File: src/rtl/elevator_pkg.sv
`default_nettype none
// ============================================================================
// Module  : elevator_pkg
// Brief   : Shared constants and travel-direction encoding for the elevator
//           floor queue.
// Revision: 1.0 - initial release
// ============================================================================
package elevator_pkg;

  localparam int NUM_FLOORS = 7;
  localparam int FLOOR_W    = 3;

  // Encoding matches the direction output: 00 IDLE, 01 UP, 10 DOWN.
  typedef enum logic [1:0] {
    DIR_IDLE = 2'b00,
    DIR_UP   = 2'b01,
    DIR_DOWN = 2'b10
  } dir_e;

endpackage
`default_nettype wire

File: src/rtl/elevator_floor_queue_if.sv
`default_nettype none
// ============================================================================
// Module  : elevator_floor_queue_if
// Brief   : Panel/controller-side signal bundle for the floor queue. The
//           master side drives requests and car position; the slave side is
//           the queue itself.
// Revision: 1.0 - initial release
// ============================================================================
interface elevator_floor_queue_if;
  import elevator_pkg::*;

  logic                  r_nwr;
  logic [FLOOR_W-1:0]    requested_floor;
  logic [FLOOR_W-1:0]    current_floor;
  logic                  arrived;
  logic [NUM_FLOORS-1:0] queue_status;
  logic [FLOOR_W-1:0]    next_floor;
  logic                  next_valid;
  dir_e                  direction;

  modport master (
    output r_nwr, requested_floor, current_floor, arrived,
    input  queue_status, next_floor, next_valid, direction
  );

  modport slave (
    input  r_nwr, requested_floor, current_floor, arrived,
    output queue_status, next_floor, next_valid, direction
  );

endinterface
`default_nettype wire

File: src/rtl/elevator_floor_queue_floor_search.sv
`default_nettype none
// ============================================================================
// Module  : floor_search
// Brief   : Combinational scan of the pending-floor bitmap relative to the
//           car position: is anything above/below, and which floor is the
//           nearest one in each direction.
// Revision: 1.0 - initial release
// ============================================================================
module floor_search
  import elevator_pkg::*;
(
  input  logic [NUM_FLOORS-1:0] bitmap,
  input  logic [FLOOR_W-1:0]    cur,
  output logic                  any_above,
  output logic                  any_below,
  output logic [FLOOR_W-1:0]    lowest_above,
  output logic [FLOOR_W-1:0]    highest_below
);

  // Scan downward for "above" and upward for "below" so the last hit is the
  // floor nearest the car. Only floors 0..6 are ever produced.
  always_comb begin
    any_above     = 1'b0;
    any_below     = 1'b0;
    lowest_above  = '0;
    highest_below = '0;
    for (int i = NUM_FLOORS - 1; i >= 0; i--) begin
      if (bitmap[i] && (FLOOR_W'(i) > cur)) begin
        any_above    = 1'b1;
        lowest_above = FLOOR_W'(i);
      end
    end
    for (int i = 0; i < NUM_FLOORS; i++) begin
      if (bitmap[i] && (FLOOR_W'(i) < cur)) begin
        any_below     = 1'b1;
        highest_below = FLOOR_W'(i);
      end
    end
  end

endmodule
`default_nettype wire

File: src/rtl/elevator_floor_queue.sv
`default_nettype none
// ============================================================================
// Module  : elevator_floor_queue
// Brief   : Pending-floor queue and travel-direction FSM for a 7-floor car.
//           Requests set bitmap bits, arrivals clear them (a simultaneous
//           request wins), and the FSM picks the next target floor from the
//           registered bitmap.
// Options : ELEVATOR_QUEUE_INVALID_FLAG_EN adds the sticky invalid_req output
//           flagging any request for floor 7.
// Revision: 1.0 - initial release
// ============================================================================
module elevator_floor_queue
  import elevator_pkg::*;
(
  input  logic                  clk,
  input  logic                  reset,
  elevator_floor_queue_if.slave bus
`ifdef ELEVATOR_QUEUE_INVALID_FLAG_EN
  ,
  output logic                  invalid_req
`endif
);

  localparam logic [FLOOR_W-1:0] c_num_floors = FLOOR_W'(NUM_FLOORS);

  logic [NUM_FLOORS-1:0] r_queue;
  logic [FLOOR_W-1:0]    r_next_floor;
  logic                  r_next_valid;
  dir_e                  r_direction;

  logic                  w_write;
  logic [NUM_FLOORS-1:0] w_set;
  logic [NUM_FLOORS-1:0] w_clr;
  logic                  w_any_above;
  logic                  w_any_below;
  logic [FLOOR_W-1:0]    w_lowest_above;
  logic [FLOOR_W-1:0]    w_highest_below;

  // Decode request and arrival into one-hot set/clear masks.
  always_comb begin
    w_write = !bus.r_nwr && (bus.requested_floor < c_num_floors);
    w_set   = '0;
    w_clr   = '0;
    if (w_write) begin
      w_set[bus.requested_floor] = 1'b1;
    end
    if (bus.arrived && (bus.current_floor < c_num_floors)) begin
      w_clr[bus.current_floor] = 1'b1;
    end
  end

  // Pending bitmap: clear first, then set, so a same-floor request wins.
  always_ff @(posedge clk or posedge reset) begin
    if (reset) begin
      r_queue <= '0;
    end else begin
      r_queue <= (r_queue & ~w_clr) | w_set;
    end
  end

  floor_search u_floor_search (
    .bitmap        (r_queue),
    .cur           (bus.current_floor),
    .any_above     (w_any_above),
    .any_below     (w_any_below),
    .lowest_above  (w_lowest_above),
    .highest_below (w_highest_below)
  );

  // Direction FSM with registered target; UP/IDLE prefer upward, DOWN
  // prefers downward. Falling into IDLE with a non-empty queue means only
  // the current floor is pending, so it becomes the target.
  always_ff @(posedge clk or posedge reset) begin
    if (reset) begin
      r_direction  <= DIR_IDLE;
      r_next_floor <= '0;
      r_next_valid <= 1'b0;
    end else begin
      r_next_valid <= |r_queue;
      case (r_direction)
        DIR_DOWN: begin
          if (w_any_below) begin
            r_direction  <= DIR_DOWN;
            r_next_floor <= w_highest_below;
          end else if (w_any_above) begin
            r_direction  <= DIR_UP;
            r_next_floor <= w_lowest_above;
          end else begin
            r_direction <= DIR_IDLE;
            if (|r_queue) r_next_floor <= bus.current_floor;
          end
        end
        default: begin
          if (w_any_above) begin
            r_direction  <= DIR_UP;
            r_next_floor <= w_lowest_above;
          end else if (w_any_below) begin
            r_direction  <= DIR_DOWN;
            r_next_floor <= w_highest_below;
          end else begin
            r_direction <= DIR_IDLE;
            if (|r_queue) r_next_floor <= bus.current_floor;
          end
        end
      endcase
    end
  end

  assign bus.queue_status = r_queue;
  assign bus.next_floor   = r_next_floor;
  assign bus.next_valid   = r_next_valid;
  assign bus.direction    = r_direction;

`ifdef ELEVATOR_QUEUE_INVALID_FLAG_EN
  logic r_invalid_req;

  // Sticky flag for floor-7 requests; only reset clears it.
  always_ff @(posedge clk or posedge reset) begin
    if (reset) begin
      r_invalid_req <= 1'b0;
    end else if (!bus.r_nwr && (bus.requested_floor == c_num_floors)) begin
      r_invalid_req <= 1'b1;
    end
  end

  assign invalid_req = r_invalid_req;
`endif

endmodule
`default_nettype wire

File: src/flat_wrapper.sv
// flat-port wrapper written by rule: the top's interface ports become plain ports
module elevator_floor_queue_flat import elevator_pkg::*;
  (clk, reset, bus_r_nwr, bus_requested_floor, bus_current_floor, bus_arrived, bus_queue_status, bus_next_floor, bus_next_valid, bus_direction);
  elevator_floor_queue_if bus_i ();
  input  logic clk;
  input  logic reset;
  input wire logic [$bits(bus_i.r_nwr)-1:0] bus_r_nwr;
  input wire logic [$bits(bus_i.requested_floor)-1:0] bus_requested_floor;
  input wire logic [$bits(bus_i.current_floor)-1:0] bus_current_floor;
  input wire logic [$bits(bus_i.arrived)-1:0] bus_arrived;
  output wire logic [$bits(bus_i.queue_status)-1:0] bus_queue_status;
  output wire logic [$bits(bus_i.next_floor)-1:0] bus_next_floor;
  output wire logic [$bits(bus_i.next_valid)-1:0] bus_next_valid;
  output wire logic [$bits(bus_i.direction)-1:0] bus_direction;
  assign bus_i.r_nwr = bus_r_nwr;
  assign bus_i.requested_floor = bus_requested_floor;
  assign bus_i.current_floor = bus_current_floor;
  assign bus_i.arrived = bus_arrived;
  assign bus_queue_status = bus_i.queue_status;
  assign bus_next_floor = bus_i.next_floor;
  assign bus_next_valid = bus_i.next_valid;
  assign bus_direction = bus_i.direction;
  elevator_floor_queue u_core (.clk(clk), .reset(reset), .bus(bus_i));
endmodule
File: config.mk
export PLATFORM = sky130hd
export DESIGN_NAME = elevator_floor_queue_flat
export DESIGN_NICKNAME = d
export VERILOG_FILES = /design/src/rtl/elevator_pkg.sv /design/src/rtl/elevator_floor_queue_if.sv /design/src/rtl/elevator_floor_queue_floor_search.sv /design/src/rtl/elevator_floor_queue.sv /design/src/flat_wrapper.sv
export SDC_FILE = /design/constraint.sdc
export NUM_CORES = 1
export LEC_CHECK = 0
export ABC_AREA = 1
export CORE_UTILIZATION = 51
export CTS_CLUSTER_SIZE = 16
export DETAILED_ROUTE_END_ITERATION = 10
export GPL_TIMING_DRIVEN = 0
export HOLD_SLACK_MARGIN = 0.12
export PLACE_DENSITY = 0.82
export SYNTH_ARGS = -nofsm -noshare
export SYNTH_HDL_FRONTEND = slang
export SYNTH_SLANG_ARGS = --single-unit
File: constraint.sdc
create_clock -name clk -period 2.4 [get_ports clk]
set_input_delay 0.6 -clock clk [delete_from_list [all_inputs] [get_ports clk]]
set_output_delay 0.6 -clock clk [all_outputs]
set_load 0.01 [all_outputs]
==> results_dict.tcl, run 1 <==
set metrics [dict create \
    p_per_area_nw_per_um2 629 \
    required_ns 2.59 \
    worst-setup-path-type "primary input to flop" \
    synth_top_area_share_pct 35.2 \
    p_leak_uw 0.000623 \
    synthTopCellsByArea "dfrtp_1 (35%), nand2_1 (18%), inv_1 (9.3%)" \
    skew_ns 0.00102 \
    fin_setup_tns_ns 0 \
    period_share_pct 88.9 \
    grt_usage_pct 25.4 \
    fillCellCount 159 \
    antenna_cells 0 \
    yosysWarnings 0 \
    hold_ws_ns 0.590 \
    syn_avg_cell_area_um2 6.37 \
    drv_cap 0 \
    fin_ws_ns 0.267 \
    fmaxAchievable_ghz 0.469 \
    clock_path_buffers 2 \
    hold_violations 0 \
    wl_per_cell_um 11.8 \
    place_inst 191 \
    relSlewSlack_pct 65.6 \
    comb_power_share_pct 40.8 \
    drive_above_1_share_pct 10.0 \
    hpwlAfterDp_um 1790 \
    wl_um 2300 \
    grt.overflow.total 0 \
    crit_path_end_kind "flop" \
    power.internal_uw 464 \
    slew_violations 0 \
    grt_pass1_vias 877 \
    io_pins 23 \
    grt_max_degree 14 \
    syn2layout_area_growth_pct 29.0 \
    final_common_cell "nand2_1" \
    pwr-share-clk_pct 19.3 \
    clkTransAtPathRegs_ns 0.08 \
    viasPerCell 5.13 \
    hp-class "flop to flop" \
    fin_cells 195 \
    dieArea_um2 1980 \
    core_um2 1710 \
    setup.worst_path.start_class "primary input" \
    ys_ff_latch 13 \
    nets 181 \
    rrSetupSlack_ns 0.94 \
    cts_htree_levels 1 \
    die_w_um 44.6 \
    rsz0062_at_grt "no" \
    cts_resized 0 \
    finalSetupViolCount 0 \
    pwr-share-seq_pct 39.9 \
    place_ws_ns 0.0264 \
    antenna_found_initial 0 \
    netlist_area_um2 923 \
    die_y_um 44.6 \
    gp_congestion 0.910 \
    tightest_slew_ns 0.515 \
    arrival_ns 2.32 \
    vias 1000 \
    p_sw_share_pct 38.1 \
    postCtsHoldBufs 0 \
    ant_nets 0 \
    start_util_pct 54.1 \
    numCtsBuffers 3 \
    synth_cell_types 17 \
    crit_fanout 7 \
    ys_seq_area_share_pct 35.2 \
    yosys.area.top_type "dfrtp_1" \
    multi_input_area_um2 497 \
    drt_first_iter_violations 37 \
    cts_tree "built" \
    grt_pass1_wl_um 3660 \
    fp-row-count 15 \
    clockRootBuffer "clkbuf_4" \
    final_cell_mix "nand2_1 (44), inv_1 (23), clkdlybuf4s50_1 (21), nor2_1 (17)" \
    clock_latency_ns 0.29 \
    min_period_ns 2.13 \
    power_switching_uw 285 \
    syn-num-nets 155 \
    numClockSinks 13 \
    post_cts.repair.setup_buffers 0 \
    drc 0 \
    ir_worst_vdd_uv 395 \
    port_buffers 21 \
    regArea_um2 325 \
    status "completed" \
    firstDrtPassIters 4 \
    synthCells 145 \
    finalPower_uw 750 \
]
## cell type report
type | instances | area share [%]
Buffer | 1 | 0.630
Clock buffer | 4 | 2.21
Inverter | 25 | 7.88
Timing Repair Buffer | 21 | 17.6
Multi-Input combinational cell | 106 | 41.7
Sequential cell | 13 | 27.3
Tap cell | 25 | 2.63
## sequential cells by signal, summed over array words and instances (netlist names)
signal / flops
u_core.bus.direction: 2
u_core.bus.next_valid: 1
u_core.bus.queue_status: 7
u_core.bus.next_floor: 3
## per-stage QoR
step	cell area [um^2]	utilization, %
2_1_floorplan	923	-
3_3_place_gp	1160	68.2
3_5_place_dp	1160	68.2
4_1_cts	1190	69.7
5_1_grt	1190	69.7
6_report	1190	69.7
## cell usage after synthesis
| cell type | instances |
|---|---|
| nor4_1 | 1 |
| buf_4 | 1 |
| nand3_2 | 2 |
| o21bai_1 | 1 |
| nand2_1 | 44 |
| inv_2 | 2 |
| nor2_2 | 3 |
| nor3_2 | 1 |
| a21oi_1 | 1 |
| nor2_1 | 17 |
| nand3_1 | 14 |
| dfrtp_1 | 13 |
| nor2_4 | 2 |
| inv_1 | 23 |
| nand2_2 | 3 |
| nand4_1 | 3 |
| o21ai_0 | 14 |
## cells by family (layout without fill, tap and decap cells)
family | Yosys count | after routing | synth area share, %
buffers and inverters | 26 | 51 | 11.0
DFF | 13 | 13 | 35.2
and+or+nand+nor | 90 | 90 | 44.9
AOI/OAI and AO/OA | 16 | 16 | 8.94
## critical path, stage by stage
cell and delay (ns):
clkdlybuf4s50_1 0.59, nand2_2 0.21, nand2_1 0.09, nand2_1 0.09
nand2_1 0.07, nor2_1 0.27, nand2_2 0.11, nor2_1 0.10
nor2_1 0.06, nor2_1 0.09, nor2_1 0.05
## worst paths after layout
kind / start / to / cells past startpoint
max: bus_current_floor[1] / u_core.bus.next_floor[0] / 11
min: u_core.bus.queue_status[0] / u_core.bus.queue_status[0] / 2
max reg2reg: u_core.bus.queue_status[5] / u_core.bus.next_floor[0] / 8
min reg2reg: u_core.bus.queue_status[0] / u_core.bus.queue_status[0] / 2
max in group asynchronous: reset / u_core.bus.next_floor[1] / 2
min in group asynchronous: reset / u_core.bus.queue_status[5] / 2
## per-layer routing
metal  up-vias  global-route usage [%]  part of all wire, %
met5         -                       0                    0
met4         0                    10.3                  1.4
met3         5                    3.67                  5.9
met2        38                    42.4                   47
met1       454                    32.9                   45
li1        503                       -                    -
## power groups by stage
stage | logic (uW) | clock network, uW | registers, uW
floorplan | 155 | 0 | 313
finish | 306 | 145 | 299
global route | 339 | 155 | 302
detailed placement | 303 | 0 | 302
global placement | 296 | 0 | 301
CTS | 305 | 144 | 297
Power figures use the tool's default switching activity.
==> inputs of run 2 (changes only) <==
--- a/config.mk
+++ b/config.mk
@@ -15,3 +15,4 @@
 export SYNTH_ARGS = -nofsm -noshare
 export SYNTH_HDL_FRONTEND = slang
 export SYNTH_SLANG_ARGS = --single-unit
+export TNS_END_PERCENT = 5
==> results of run 2 <==
Same layout as run 1: the final DEF is identical, and so are final timing and power.
==> inputs of run 3 (changes only) <==
--- a/config.mk
+++ b/config.mk
@@ -12,6 +12,7 @@
 export GPL_TIMING_DRIVEN = 0
 export HOLD_SLACK_MARGIN = 0.12
 export PLACE_DENSITY = 0.82
+export SLEW_MARGIN = 15
 export SYNTH_ARGS = -nofsm -noshare
 export SYNTH_HDL_FRONTEND = slang
 export SYNTH_SLANG_ARGS = --single-unit
==> constraint.sdc (replaced) <==
create_clock -name clk -period 2.5 [get_ports clk]
set_input_delay 0.625 -clock clk [delete_from_list [all_inputs] [get_ports clk]]
set_output_delay 0.625 -clock clk [all_outputs]
set_load 0.01 [all_outputs]
==> results of run 3 <==
Same layout as run 1 (identical final DEF). Status: completed.
Among the figures that moved: setup slack after placement 0.0264 ns -> 0.101 ns; setup slack after layout 0.267 ns -> 0.342 ns; register-to-register setup slack 0.94 ns -> 1.04 ns; total power 750 uW -> 720 uW; worst IR drop on VDD 395 uV -> 379 uV
